[config.mk]
export PLATFORM = sky130hd
export DESIGN_NAME = xy_noc_bus
export DESIGN_NICKNAME = d
export VERILOG_FILES = /design/src/rtl/noc_pkg.sv /design/src/rtl/noc_tag_match.sv /design/src/rtl/xy_noc_bus.sv
export SDC_FILE = /design/constraint.sdc
export NUM_CORES = 1
export LEC_CHECK = 0
export CORE_MARGIN = 4
export CORE_UTILIZATION = 35
export CTS_CLUSTER_DIAMETER = 50
export DETAILED_ROUTE_END_ITERATION = 7
export PLACE_DENSITY_LB_ADDON = 0.15
export SLEW_MARGIN = 5
export SYNTH_ARGS = -nofsm -noshare
export SYNTH_HDL_FRONTEND = slang
export SYNTH_HIERARCHICAL = 1
export SYNTH_SLANG_ARGS = --single-unit
[constraint.sdc]
create_clock -name clk -period 7.1 [get_ports clk]
set_input_delay 1.065 -clock clk [delete_from_list [all_inputs] [get_ports clk]]
set_output_delay 1.065 -clock clk [all_outputs]
set_load 0.01 [all_outputs]
[src/rtl/noc_pkg.sv]
// Shared definitions for the XY multicast bus and the data encoder that feeds it:
// packet struct, tag-width helpers, the INACTIVE tag pattern and FSM states.
package noc_pkg;

  localparam int NOC_DATA_WIDTH = 16;
  localparam int NOC_NUM_ROW    = 4;
  localparam int NOC_NUM_COL    = 4;

  // Row tag width: enough bits to name every row plus one extension bit.
  function automatic int rid_width(input int num_row);
    return $clog2(num_row) + 1;
  endfunction

  // Column tag width: enough bits to name every column plus one extension bit.
  function automatic int cid_width(input int num_col);
    return $clog2(num_col) + 1;
  endfunction

  // Width of the shared config id bus (wider of the two tag widths).
  function automatic int tag_max_width(input int rid_w, input int cid_w);
    return (rid_w > cid_w) ? rid_w : cid_w;
  endfunction

  localparam int NOC_RID_W = rid_width(NOC_NUM_ROW);
  localparam int NOC_CID_W = cid_width(NOC_NUM_COL);

  // All-ones pattern; any tag whose MSB is set is INACTIVE and never matches.
  localparam int                    TAG_W_MAX    = 8;
  localparam logic [TAG_W_MAX-1:0]  TAG_INACTIVE = 8'hFF;

  typedef struct packed {
    logic [NOC_RID_W-1:0]        row_id;
    logic [NOC_CID_W-1:0]        col_id;
    logic [2*NOC_DATA_WIDTH-1:0] data;
  } noc_pkt_t;

  typedef enum logic [0:0] {
    ST_IDLE    = 1'b0,
    ST_DELIVER = 1'b1
  } noc_state_t;

endpackage

[src/rtl/noc_tag_match.sv]
// Tag register file (one row tag per PE row, one column tag per PE) with its
// config write port, and the combinational match mask for the incoming packet.
module noc_tag_match
  import noc_pkg::*;
#(
  parameter int NUM_ROW = 4,
  parameter int NUM_COL = 4,
  parameter int RID_W   = $clog2(NUM_ROW) + 1,
  parameter int CID_W   = $clog2(NUM_COL) + 1,
  parameter int ID_W    = (RID_W > CID_W) ? RID_W : CID_W
) (
  input  logic                       clk,
  input  logic                       rst,
  input  logic                       cfg_we,
  input  logic                       cfg_is_row,
  input  logic [$clog2(NUM_ROW)-1:0] cfg_row,
  input  logic [$clog2(NUM_COL)-1:0] cfg_col,
  input  logic [ID_W-1:0]            cfg_id,
  input  logic [RID_W-1:0]           in_row_id,
  input  logic [CID_W-1:0]           in_col_id,
  output logic [NUM_ROW*NUM_COL-1:0] match
);

  localparam logic [RID_W-1:0] ROW_OFF = TAG_INACTIVE[RID_W-1:0];
  localparam logic [CID_W-1:0] COL_OFF = TAG_INACTIVE[CID_W-1:0];

  logic [RID_W-1:0] row_tag [NUM_ROW];
  logic [CID_W-1:0] col_tag [NUM_ROW][NUM_COL];

  // Tag storage: reset to INACTIVE, written one entry per cfg_we strobe.
  always_ff @(posedge clk) begin
    if (rst) begin
      for (int r = 0; r < NUM_ROW; r++) begin
        row_tag[r] <= ROW_OFF;
        for (int c = 0; c < NUM_COL; c++) begin
          col_tag[r][c] <= COL_OFF;
        end
      end
    end else if (cfg_we) begin
      if (cfg_is_row) begin
        row_tag[cfg_row] <= cfg_id[RID_W-1:0];
      end else begin
        col_tag[cfg_row][cfg_col] <= cfg_id[CID_W-1:0];
      end
    end
  end

  // Match mask from current tags; INACTIVE tags (MSB set) never match.
  always_comb begin
    match = '0;
    for (int r = 0; r < NUM_ROW; r++) begin
      for (int c = 0; c < NUM_COL; c++) begin
        match[r*NUM_COL+c] = (row_tag[r] == in_row_id) &&
                             (col_tag[r][c] == in_col_id) &&
                             !row_tag[r][RID_W-1] &&
                             !col_tag[r][c][CID_W-1];
      end
    end
  end

endmodule

[src/rtl/xy_noc_bus.sv]
// Multicast XY bus top: holds one packet, strobes it to every matched PE and
// retires it once all of them have accepted. Counts packets that match nobody.
module xy_noc_bus
  import noc_pkg::*;
#(
  parameter int DATA_WIDTH = 16,
  parameter int NUM_ROW    = 4,
  parameter int NUM_COL    = 4,
  parameter int RID_W      = $clog2(NUM_ROW) + 1,
  parameter int CID_W      = $clog2(NUM_COL) + 1,
  localparam int ID_W      = (RID_W > CID_W) ? RID_W : CID_W,
  localparam int NUM_PE    = NUM_ROW * NUM_COL
) (
  input  logic                       clk,
  input  logic                       rst,
  input  logic                       cfg_we,
  input  logic                       cfg_is_row,
  input  logic [$clog2(NUM_ROW)-1:0] cfg_row,
  input  logic [$clog2(NUM_COL)-1:0] cfg_col,
  input  logic [ID_W-1:0]            cfg_id,
  input  logic                       in_valid,
  output logic                       in_ready,
  input  logic [RID_W-1:0]           in_row_id,
  input  logic [CID_W-1:0]           in_col_id,
  input  logic [2*DATA_WIDTH-1:0]    in_data,
  output logic [NUM_PE-1:0]          pe_valid,
  input  logic [NUM_PE-1:0]          pe_ready,
  output logic [2*DATA_WIDTH-1:0]    pe_data,
  output logic                       busy,
  output logic [15:0]                drop_cnt
);

  noc_state_t              state;
  noc_state_t              state_next;
  logic [NUM_PE-1:0]       match;
  logic [NUM_PE-1:0]       mask;
  logic [NUM_PE-1:0]       done;
  logic [NUM_PE-1:0]       pe_hs;
  logic [2*DATA_WIDTH-1:0] data_hold;
  logic                    retire;
  logic                    capture;

  noc_tag_match #(
    .NUM_ROW (NUM_ROW),
    .NUM_COL (NUM_COL),
    .RID_W   (RID_W),
    .CID_W   (CID_W),
    .ID_W    (ID_W)
  ) u_tag_match (
    .clk        (clk),
    .rst        (rst),
    .cfg_we     (cfg_we),
    .cfg_is_row (cfg_is_row),
    .cfg_row    (cfg_row),
    .cfg_col    (cfg_col),
    .cfg_id     (cfg_id),
    .in_row_id  (in_row_id),
    .in_col_id  (in_col_id),
    .match      (match)
  );

  assign pe_hs   = pe_valid & pe_ready;
  assign capture = in_valid & in_ready;
  assign pe_data = data_hold;

  // FSM state register.
  always_ff @(posedge clk) begin
    if (rst) begin
      state <= ST_IDLE;
    end else begin
      state <= state_next;
    end
  end

  // Next state: a capture always leads to DELIVER; a retire without a new
  // packet falls back to IDLE.
  always_comb begin
    state_next = state;
    case (state)
      ST_IDLE: begin
        if (capture) begin
          state_next = ST_DELIVER;
        end else begin
          state_next = ST_IDLE;
        end
      end
      ST_DELIVER: begin
        if (retire && !capture) begin
          state_next = ST_IDLE;
        end else begin
          state_next = ST_DELIVER;
        end
      end
      default: state_next = ST_IDLE;
    endcase
  end

  // Outputs: per-PE strobes for undelivered matches; ready when empty or retiring.
  always_comb begin
    pe_valid = '0;
    retire   = 1'b0;
    busy     = 1'b0;
    in_ready = 1'b0;
    case (state)
      ST_IDLE: begin
        in_ready = !rst;
      end
      ST_DELIVER: begin
        busy     = 1'b1;
        pe_valid = mask & ~done;
        retire   = ((done | (pe_valid & pe_ready)) == mask);
        in_ready = retire && !rst;
      end
      default: begin
        pe_valid = '0;
      end
    endcase
  end

  // Hold register, delivered-set tracking and saturating drop counter.
  always_ff @(posedge clk) begin
    if (rst) begin
      mask      <= '0;
      done      <= '0;
      data_hold <= '0;
      drop_cnt  <= 16'd0;
    end else begin
      if (capture) begin
        mask      <= match;
        done      <= '0;
        data_hold <= in_data;
      end else if (state == ST_DELIVER) begin
        done <= done | pe_hs;
      end
      if ((state == ST_DELIVER) && retire && (mask == '0) && (drop_cnt != 16'hFFFF)) begin
        drop_cnt <= drop_cnt + 16'd1;
      end
    end
  end

endmodule

# Word level (Yosys, flattened, before mapping)
# Memory sizes are Yosys's and may differ from the RTL's.
# Cells that the tools add are included.
[word_totals]
memories = 2
input_bits = 66
mem_bits_rw = 60
wordCells = 146
ff_bits = 81
[op_classes]
n_mux = 25
add_sub_neg = 1
n_reduce_logical = 80
n_bitwise = 9
n_eq_ne = 22
magnitude_cmp = 2
[mem_list]
columns = ["name", "depth", "word_bits", "rd", "rd_clocked_by_memory_dff", "write_ports", "line_no", "rtl"]
rows = [
  ["u_tag_match.col_tag", 4, 12, 4, 0, 4, "noc_tag_match.sv:28", "logic [CID_W-1:0] col_tag [NUM_ROW][NUM_COL];"],
  ["u_tag_match.row_tag", 4, 3, 4, 0, 4, "noc_tag_match.sv:27", "logic [RID_W-1:0] row_tag [NUM_ROW];"],
]
[ops]
columns = ["op", "n"]
rows = [
  ["$eq A3 B3 Y1", 20],
  ["$logic_and A1 B1 Y1", 54],
  ["$and A16 B16 Y16", 3],
  ["$mux W12", 3],
  ["$or A16 B16 Y16", 2],
  ["$logic_not A1 Y1", 22],
  ["$add A16 B1 Y16 const B", 1],
  ["$eq A16 B16 Y1", 1],
  ["$logic_not A16 Y1", 1],
  ["$mux W16", 1],
  ["$ne A16 B16 Y1 const B", 1],
  ["$not A16 Y16", 1],
  ["$mux W1", 14],
  ["$reduce_or A12 Y1", 1],
  ["$demux W3 S2", 1],
  ["$mux W3", 2],
  ["$mux W2", 2],
  ["$pmux W1 S2", 2],
  ["$ge A3 B3 Y1 const B", 1],
  ["$lt A3 B1 Y1 const B", 1],
  ["$not A2 Y3", 1],
  ["$reduce_or A3 Y1", 1],
  ["$reduce_or A2 Y1", 1],
  ["$and A1 B1 Y1", 1],
  ["$not A1 Y1", 1],
]

# Depth between registers and ports, before layout
# Gate-level depths: netlist of the first run.
[depth]
ltp_word = 12
ltp_mapped = 8
depth_no_buf = 7

# By module
# Netlist of the first run, hierarchy kept.
[by_module_without_submodules]
columns = ["mod", "n_inst", "area_per_inst_um2", "seq_area_each_um2", "cells_per_inst"]
rows = [
  ["xy_noc_bus", 1, 3694.8, 1621.6, 386],
  ["noc_tag_match", 1, 3014.1, 1801.7, 253],
]

# Worst setup path before layout of the first run
# Ideal clock, no wire load.
[synth_path]
path_kind = "input port to output port"
startpoint = "input port pe_ready[8]"
endpoint = "output port in_ready"
stages = 5
t_required_ns = 6.035
path_slack_ns = 4.029
arrival_ns = 2.006
cell_sequence = "nor3b_1 -> nor4_1 -> nand3_1 -> o31ai_1 -> nor2b_1"
[synth_via]
elab_chain_len = 5
[synth_lines]
columns = ["item", "line_no", "rtl"]
rows = [
  ["start: declaration", "xy_noc_bus.sv:27", "input logic [NUM_PE-1:0] pe_ready,"],
  ["$and A16 B16 Y16", "xy_noc_bus.sv:111", "retire = ((done | (pe_valid & pe_ready)) == mask);"],
  ["$or A16 B16 Y16", "xy_noc_bus.sv:111", ""],
  ["$eq A16 B16 Y1", "xy_noc_bus.sv:111", ""],
  ["$logic_and A1 B1 Y1", "xy_noc_bus.sv:112", "in_ready = retire && !rst;"],
  ["$pmux W1 S2", "xy_noc_bus.sv:104", "case (state)"],
  ["end: declaration", "xy_noc_bus.sv:22", "output logic in_ready,"],
]
# No other way between the ends.

# Worst setup path in the final report of the first run
# Ends and elaborated chain as after synthesis.

==> impl_results.md, run 1 <==
- All-Layer GR Usage: 15.4%
- H-tree depth: 4
- First-pass GRT wire length: 26.5 mm
- DRT iter0 DRCs: ~230
- Total wire length: 16.6 mm
- Yosys reg bits: 141
- Share of the synthesized area in the top cell type: 26.9%
- Clk_skew: 8.59 ps
- Cell taking the most area after synthesis: edfxtp_1
- Int Power: 1.43 mW
- Drt first pass iters: 5
- Fin area: around 8600 sq um
- CTS tree: done
- N_diodes: 0
- Gate power share: 9.7%
- Minimum setup slack among reg-to-reg paths: 4120 ps
- Slew Limit Fails: 0
- Max FO, Critical Path: 4
- Final GP Congestion: approximately 0.80
- Fin crit share: between 60% and 70%
- # clock sinks: 141
- Synth area leaders: edfxtp_1, dfxtp_1, mux2_2, nor2b_1, xor2_1
- Yosys warnings: 6
- Finished Layout Cells: 997
- Grt ovf: 0
- Clk pwr share: a little over two fifths
- Critical Path RT: 6030 ps
- Pwr/cell area: between 200 and 250 nW/um^2
- Hold Crit Start: drop_cnt[11]$_SDFFE_PP0P_
- Largest net degree at the start of global routing: between 70 and 80
- Maxcap violations: 0
- Final #Nets: 817
- Worst min path class: reg2reg
- Clock latency at the later pin of the worst-skew pair: slightly above 400 ps
- TritonCTS Buffers: 17
- Sw Ratio: roughly a quarter
- Routed vias: roughly 5000
- Max Fclk: 229 MHz
- Max VDD drop: between 0.2 and 0.25 mV
- Die Ht: around 150 um
- Hold depth: 2
- Slew margin rel.: 27.5%
- Initial Util: 35.7%
- Vias per inst: 5.03
- DR DRC count: 0
- Post-layout total power: 1.89 mW
- Seq pwr share: a little under half
- Pleak: 3.13 nW
- Top Ports: 132
- Sequential share of the synthesized area: 51.0%
- Final setup viols: 0
- Clock buffer depth: 2
- NetSw: 0.459 mW
- Worst setup EP type: output pin
- Worst-path clk slew: 60 ps
- Row cnt: 50
- Class of the most critical setup path: in2out
- Number of flops mapped to enable cells by yosys: 60
- Post-route ant nets: 0
- Worst-Margin Slew: about 1100 ps
- Die width: 146 um
- Mapped Area: 6710 sq um
- Die area: 21400 sq um
- Tmin final: 4370 ps
- Placed inst area: 8070 sq um
- Hold Violations, Final: 0
- Share of cells above drive strength 1: 12.5%
- Root Buffer: clkbuf_16
- Syn-to-layout area delta: 28.2%
- Hold endpoint: drop_cnt[11]$_SDFFE_PP0P_
- Core ar.: 18800 sq um
- Synth unique cells: 48
- Post-synth top cells: dfxtp_1, nand2_1, edfxtp_1, nor2b_1, mux2_2
- RSZ-0062 raised after global routing: no
- Crit path launch type: input pin
- Post-CTS Hold Fix Bufs: 0
- Vias in the first global route: 5014
- Initial antenna violation count: 0
- Post-synth top flop: dfxtp_1
- FF-to-FF path depth: 6
- FF-to-FF End: drop_cnt[15]$_SDFFE_PP0P_
- Gates resized, CTS repair: 0
- Status: completed
- Post-CTS setup buffers: 0
- Worst R2R Start: mask[2]$_SDFFE_PP0P_
- Average size of a mapped cell: 10.5 sq um
- Wire per inst: ~17 um
- Setup TNS: 0 ps
- Post-synthesis async set-or-reset flop share: 0%
- Placed insts: a little under 1000
- CP Data Arrival Time: 3310 ps
- HPWL after DPL: 11.9 mm
- Most numerous cell in the Yosys netlist: dfxtp_1
- Buffers on Ports: 131
- Mapped Nets: 706
- Post-Synthesis Cells: 639
==> kinds of logic after synthesis <==
group | count (synthesis) | synth area share (%)
AO/OA/AOI/OAI | 61 | 5.91
buffers and inverters | 57 | 4.74
XOR/XNOR | 40 | 5.22
multiplexers | 56 | 9.38
adder cells (fa/ha/maj) | 1 | 0.186
flip-flops | 141 | 51.0
AND/OR/NAND/NOR | 283 | 23.5
==> worst max-delay path by stage <==
stage                     cells after the start         from       end  slack (ps)
after floorplan                               5  pe_ready[8]  in_ready        4030
after global placement                        7  pe_ready[8]  in_ready        2710
after detailed placement                      7  pe_ready[8]  in_ready        2720
after CTS                                     7  pe_ready[8]  in_ready        2710
after global routing                          7  pe_ready[8]  in_ready        2560
final                                         7  pe_ready[8]  in_ready        2730
==> cells in the final DEF (no fill, tap or decap), types with 3 or more instances in the layout <==
master	count
o21ai_0	3
nor3b_1	16
clkbuf_16	17
inv_1	16
a21o_1	12
xnor2_1	8
nand2b_1	10
clkdlybuf4s50_1	130
edfxtp_1	60
or4_1	8
nor3_1	30
nor2_1	25
and3_1	8
a21oi_1	24
nor4_1	22
and3b_1	8
inv_6	5
nand2_1	68
inv_4	6
a31o_2	3
o21bai_1	3
mux2_2	55
xor2_1	32
dfxtp_1	81
nor2b_1	60
nand3_1	9
buf_4	3
nand4_1	7
o31ai_1	6
==> power groups by stage <==
stage | clock network, mW | registers, mW | logic (mW)
CTS | 0.832 | 0.896 | 0.186
detailed placement | 0 | 0.914 | 0.185
floorplan | 0 | 0.917 | 0.0912
global placement | 0 | 0.912 | 0.181
global route | 0.868 | 0.900 | 0.198
finish | 0.809 | 0.896 | 0.183
==> stage by stage <==
step | utilization [%] | hold WS, ps | setup WS [ps]
after global placement | 43.0 | 491 | 2710
after floorplan | - | 484 | 4030
after detailed placement | 43.0 | 492 | 2720
final | 45.8 | 498 | 2730
after global routing | 45.8 | 508 | 2560
after CTS | 45.8 | 500 | 2710
==> critical path, cell delays in order <==
cell	delay, ps
clkdlybuf4s50_1	490
nor3b_1	60
nor4_1	370
nand3_1	120
o31ai_1	430
nor2b_1	200
clkdlybuf4s50_1	580
==> layout make-up <==
class                      instances  area, sq um
fill                            1785        10200
clock buffer                      17          425
timing repair buffer             133         1320
clock inverter                    15          106
multi-input combinational        441         2970
inverter                          16         60.1
tap                              234          293
sequential                       141         3420
==> metal layers <==
metal / vias to the layer above / part of all wire [%] / GRT usage, %
li1: 2479 / - / -
met1: 2384 / 45 / 19.7
met2: 147 / 48 / 25.7
met3: 9 / 5.9 / 4.10
met4: 0 / 0.91 / 4.28
met5: - / 0 / 0
==> registers in the layout, indices dropped and copies added, names as in the netlist <==
name                 flops
done                    16
drop_cnt                16
mask                    16
pe_data                 32
state                    1
u_tag_match/col_tag     48
u_tag_match/row_tag     12
(Power assumes the default switching activity.)
==> inputs of run 2 (changes only) <==
==> constraint.sdc (replaced) <==
create_clock -name clk -period 3.9 [get_ports clk]
set_input_delay 0.585 -clock clk [delete_from_list [all_inputs] [get_ports clk]]
set_output_delay 0.585 -clock clk [all_outputs]
set_load 0.01 [all_outputs]
==> run 2 against run 1 <==
Critical path type unchanged. Sequential share of layout area is 0.71 points lower. Cell count up 0.70%. Via count grew 1.6%. Power up 95%. Sequential power increased by 82%. Cell area up 1.8%. Die area stayed put. Hold slack better by 13 ps. First-iteration DRC count is the same. Clock power rose by 110%. Core utilization increased by 0.83 points. Critical path depth is 1 higher.
==> impl_results.md, run 2 (synthesis results as in run 1) <==
- Status: completed
- Total wire length: approximately 17 mm
- DR DRC count: 0
- Worst setup EP type: output pin
- Commonest non-fill, non-tap cell in the layout: clkdlybuf4s50_1
- HPWL after DPL: 12.1 mm
- NetSw: 0.804 mW
- All-Layer GR Usage: 15.5%
- RSZ-0062 raised after global routing: no
- Root Buffer: clkbuf_16
- Post-CTS setup buffers: 0
- FF-to-FF path depth: 6
- Wire per inst: 16.5 um
- Largest net degree at the start of global routing: 75
- Max reg flops: 48
- Class of the most critical setup path: in2out
- Clock latency at the later pin of the worst-skew pair: 420 ps
- Crit path launch type: input pin
- Slew margin rel.: 32.8%
- Share of cells above drive strength 1: 13.2%
- Setup TNS: 0 ps
- Most frequent cells in the layout: clkdlybuf4s50_1, dfxtp_1, nand2_1
- Drt first pass iters: 5
- Final #Nets: 824
- Clk pwr share: 46.6%
- Worst R2R Start: mask[2]$_SDFFE_PP0P_
- Max VDD drop: 0.325 mV
- Pleak: ~3.2 nW
- Die width: 146 um
- Reg with most FFs: u_tag_match/col_tag
- Critical path origin: pe_ready[8]
- Routed vias: 5100
- # clock sinks: 141
- Clk_skew: 15.0 ps
- Grt ovf: 0
- Worst-Margin Slew: between 1000 and 1500 ps
- Row cnt: 50
- N_diodes: 0
- Critical Path RT: 3310 ps
- Buffers on Ports: 131
- Initial antenna violation count: 0
- Clock buffer depth: 2
- Post-layout total power: 3.68 mW
- Pwr/cell area: 421 nW/um^2
- Gate power share: 9.2%
- Maxcap violations: 0
- Fin crit share: 86.5%
- Worst min path class: reg2reg
- Worst-path clk slew: 60 ps
- Top Ports: 132
- Gates resized, CTS repair: 0
- Worst path cell trace: clkdlybuf4s50_1 > nor3b_1 > nor4_1 > nand3_1 > o31ai_1 > buf_4 > nor2b_1 > clkdlybuf4s50_1
- TritonCTS Buffers: 17
- Syn-to-layout area delta: 30.5%
- Die area: 21400 sq um
- H-tree depth: 4
- Most common cell on crit path: clkdlybuf4s50_1
- Die Ht: 146 um
- Post-CTS Hold Fix Bufs: 0
- Int Power: 2.88 mW
- Final setup viols: 0
- FF-to-FF End: drop_cnt[15]$_SDFFE_PP0P_
- Pre-CTS setup slack: 526 ps
- Sw Ratio: 21.8%
- Core ar.: around 19000 sq um
- Max FO, Critical Path: 4
- Max Fclk: roughly 300 MHz
- Final worst slack: 525 ps
- Hold Violations, Final: 0
- Vias per inst: 5.08
- Critical Path Slowest Stage Cell: clkdlybuf4s50_1
- CTS tree: done
- Seq pwr share: 44.2%
- Final GP Congestion: 0.833
- Worst setup path end: in_ready
- Slew Limit Fails: 0
- Vias in the first global route: 5047
- Post-route ant nets: 0
- Tmin final: 3380 ps
- Crit-path max cell delay: 570 ps
- CP Data Arrival Time: 2790 ps
- Initial Util: between 30% and 40%
- DRT iter0 DRCs: 232
- First-pass GRT wire length: 26.2 mm
- Minimum setup slack among reg-to-reg paths: 960 ps
run 2: changes by cell type in the layout (fill, tap and decap cells not counted):
cell and delta:
bufinv_16 +3, clkbuf_2 +1, clkbuf_16 +2, clkbuf_1 +2
inv_4 -5, buf_4 +7, clkinvlp_4 +1, clkinv_1 -2
inv_6 -2
run 2: critical path, delay by kind of cell:
kind | cells | cell delay (ps)
buf+inv | 3 | 1220
simple gates | 4 | 760
compound gates | 1 | 210
run 2: how the worst min path moves through the flow:
stage | slack, ps | cells after the start | endpoint | from
after CTS | 520 | 2 | done[12]$_SDFFE_PP0P_ | done[12]$_SDFFE_PP0P_
after global routing | 540 | 2 | done[5]$_SDFFE_PP0P_ | done[5]$_SDFFE_PP0P_
final | 510 | 2 | done[12]$_SDFFE_PP0P_ | done[12]$_SDFFE_PP0P_
after detailed placement | 500 | 2 | done[12]$_SDFFE_PP0P_ | done[12]$_SDFFE_PP0P_
after global placement | 490 | 2 | drop_cnt[11]$_SDFFE_PP0P_ | drop_cnt[11]$_SDFFE_PP0P_
after floorplan | 480 | 2 | done[12]$_SDFFE_PP0P_ | done[12]$_SDFFE_PP0P_
run 2: stage by stage:
step / cells / utilization [%] / hold slack [ps] / area (sq um)
after floorplan: 639 / - / 484 / 6710
after detailed placement: 972 / 43.3 / 504 / 8120
after global placement: 972 / 43.3 / 489 / 8120
after CTS: 1004 / 46.7 / 517 / 8760
final: 1004 / 46.7 / 511 / 8760
after global routing: 1004 / 46.7 / 537 / 8760
run 2: power by group through the flow:
stage / Combinational [mW] / Clock (mW) / Sequential (mW)
3_5_place_dp: 0.342 / 0 / 1.66
2_1_floorplan: 0.166 / 0 / 1.67
6_report: 0.338 / 1.72 / 1.63
3_3_place_gp: 0.336 / 0 / 1.66
5_1_grt: 0.366 / 1.83 / 1.64
4_1_cts: 0.343 / 1.77 / 1.63
run 2: per-layer routing:
layer / routed length [um] / up-vias / global-route usage (%)
met2: 8120 / 138 / 25.4
li1: - / 2493 / -
met5: 0 / - / 0
met4: 144 / 0 / 6.21
met1: 7350 / 2458 / 19.4
met3: 933 / 11 / 4.13
run 2: final cells by class:
cell class                      count  area (sq um)
Clock buffer                       22           488
Clock inverter                     10           148
Fill cell                        1744         10000
Inverter                           16          60.1
Multi-Input combinational cell    441          2970
Sequential cell                   141          3420
Tap cell                          234           293
Timing Repair Buffer              140          1380
==> inputs of run 3 (changes only) <==
--- a/config.mk
+++ b/config.mk
@@ -8,6 +8,7 @@
 export CORE_MARGIN = 4
 export CORE_UTILIZATION = 35
 export CTS_CLUSTER_DIAMETER = 50
+export CTS_CLUSTER_SIZE = 12
 export DETAILED_ROUTE_END_ITERATION = 7
 export PLACE_DENSITY_LB_ADDON = 0.15
 export SLEW_MARGIN = 5
==> results of run 3 <==
No change in the layout: final DEF, timing and power equal those of run 2.
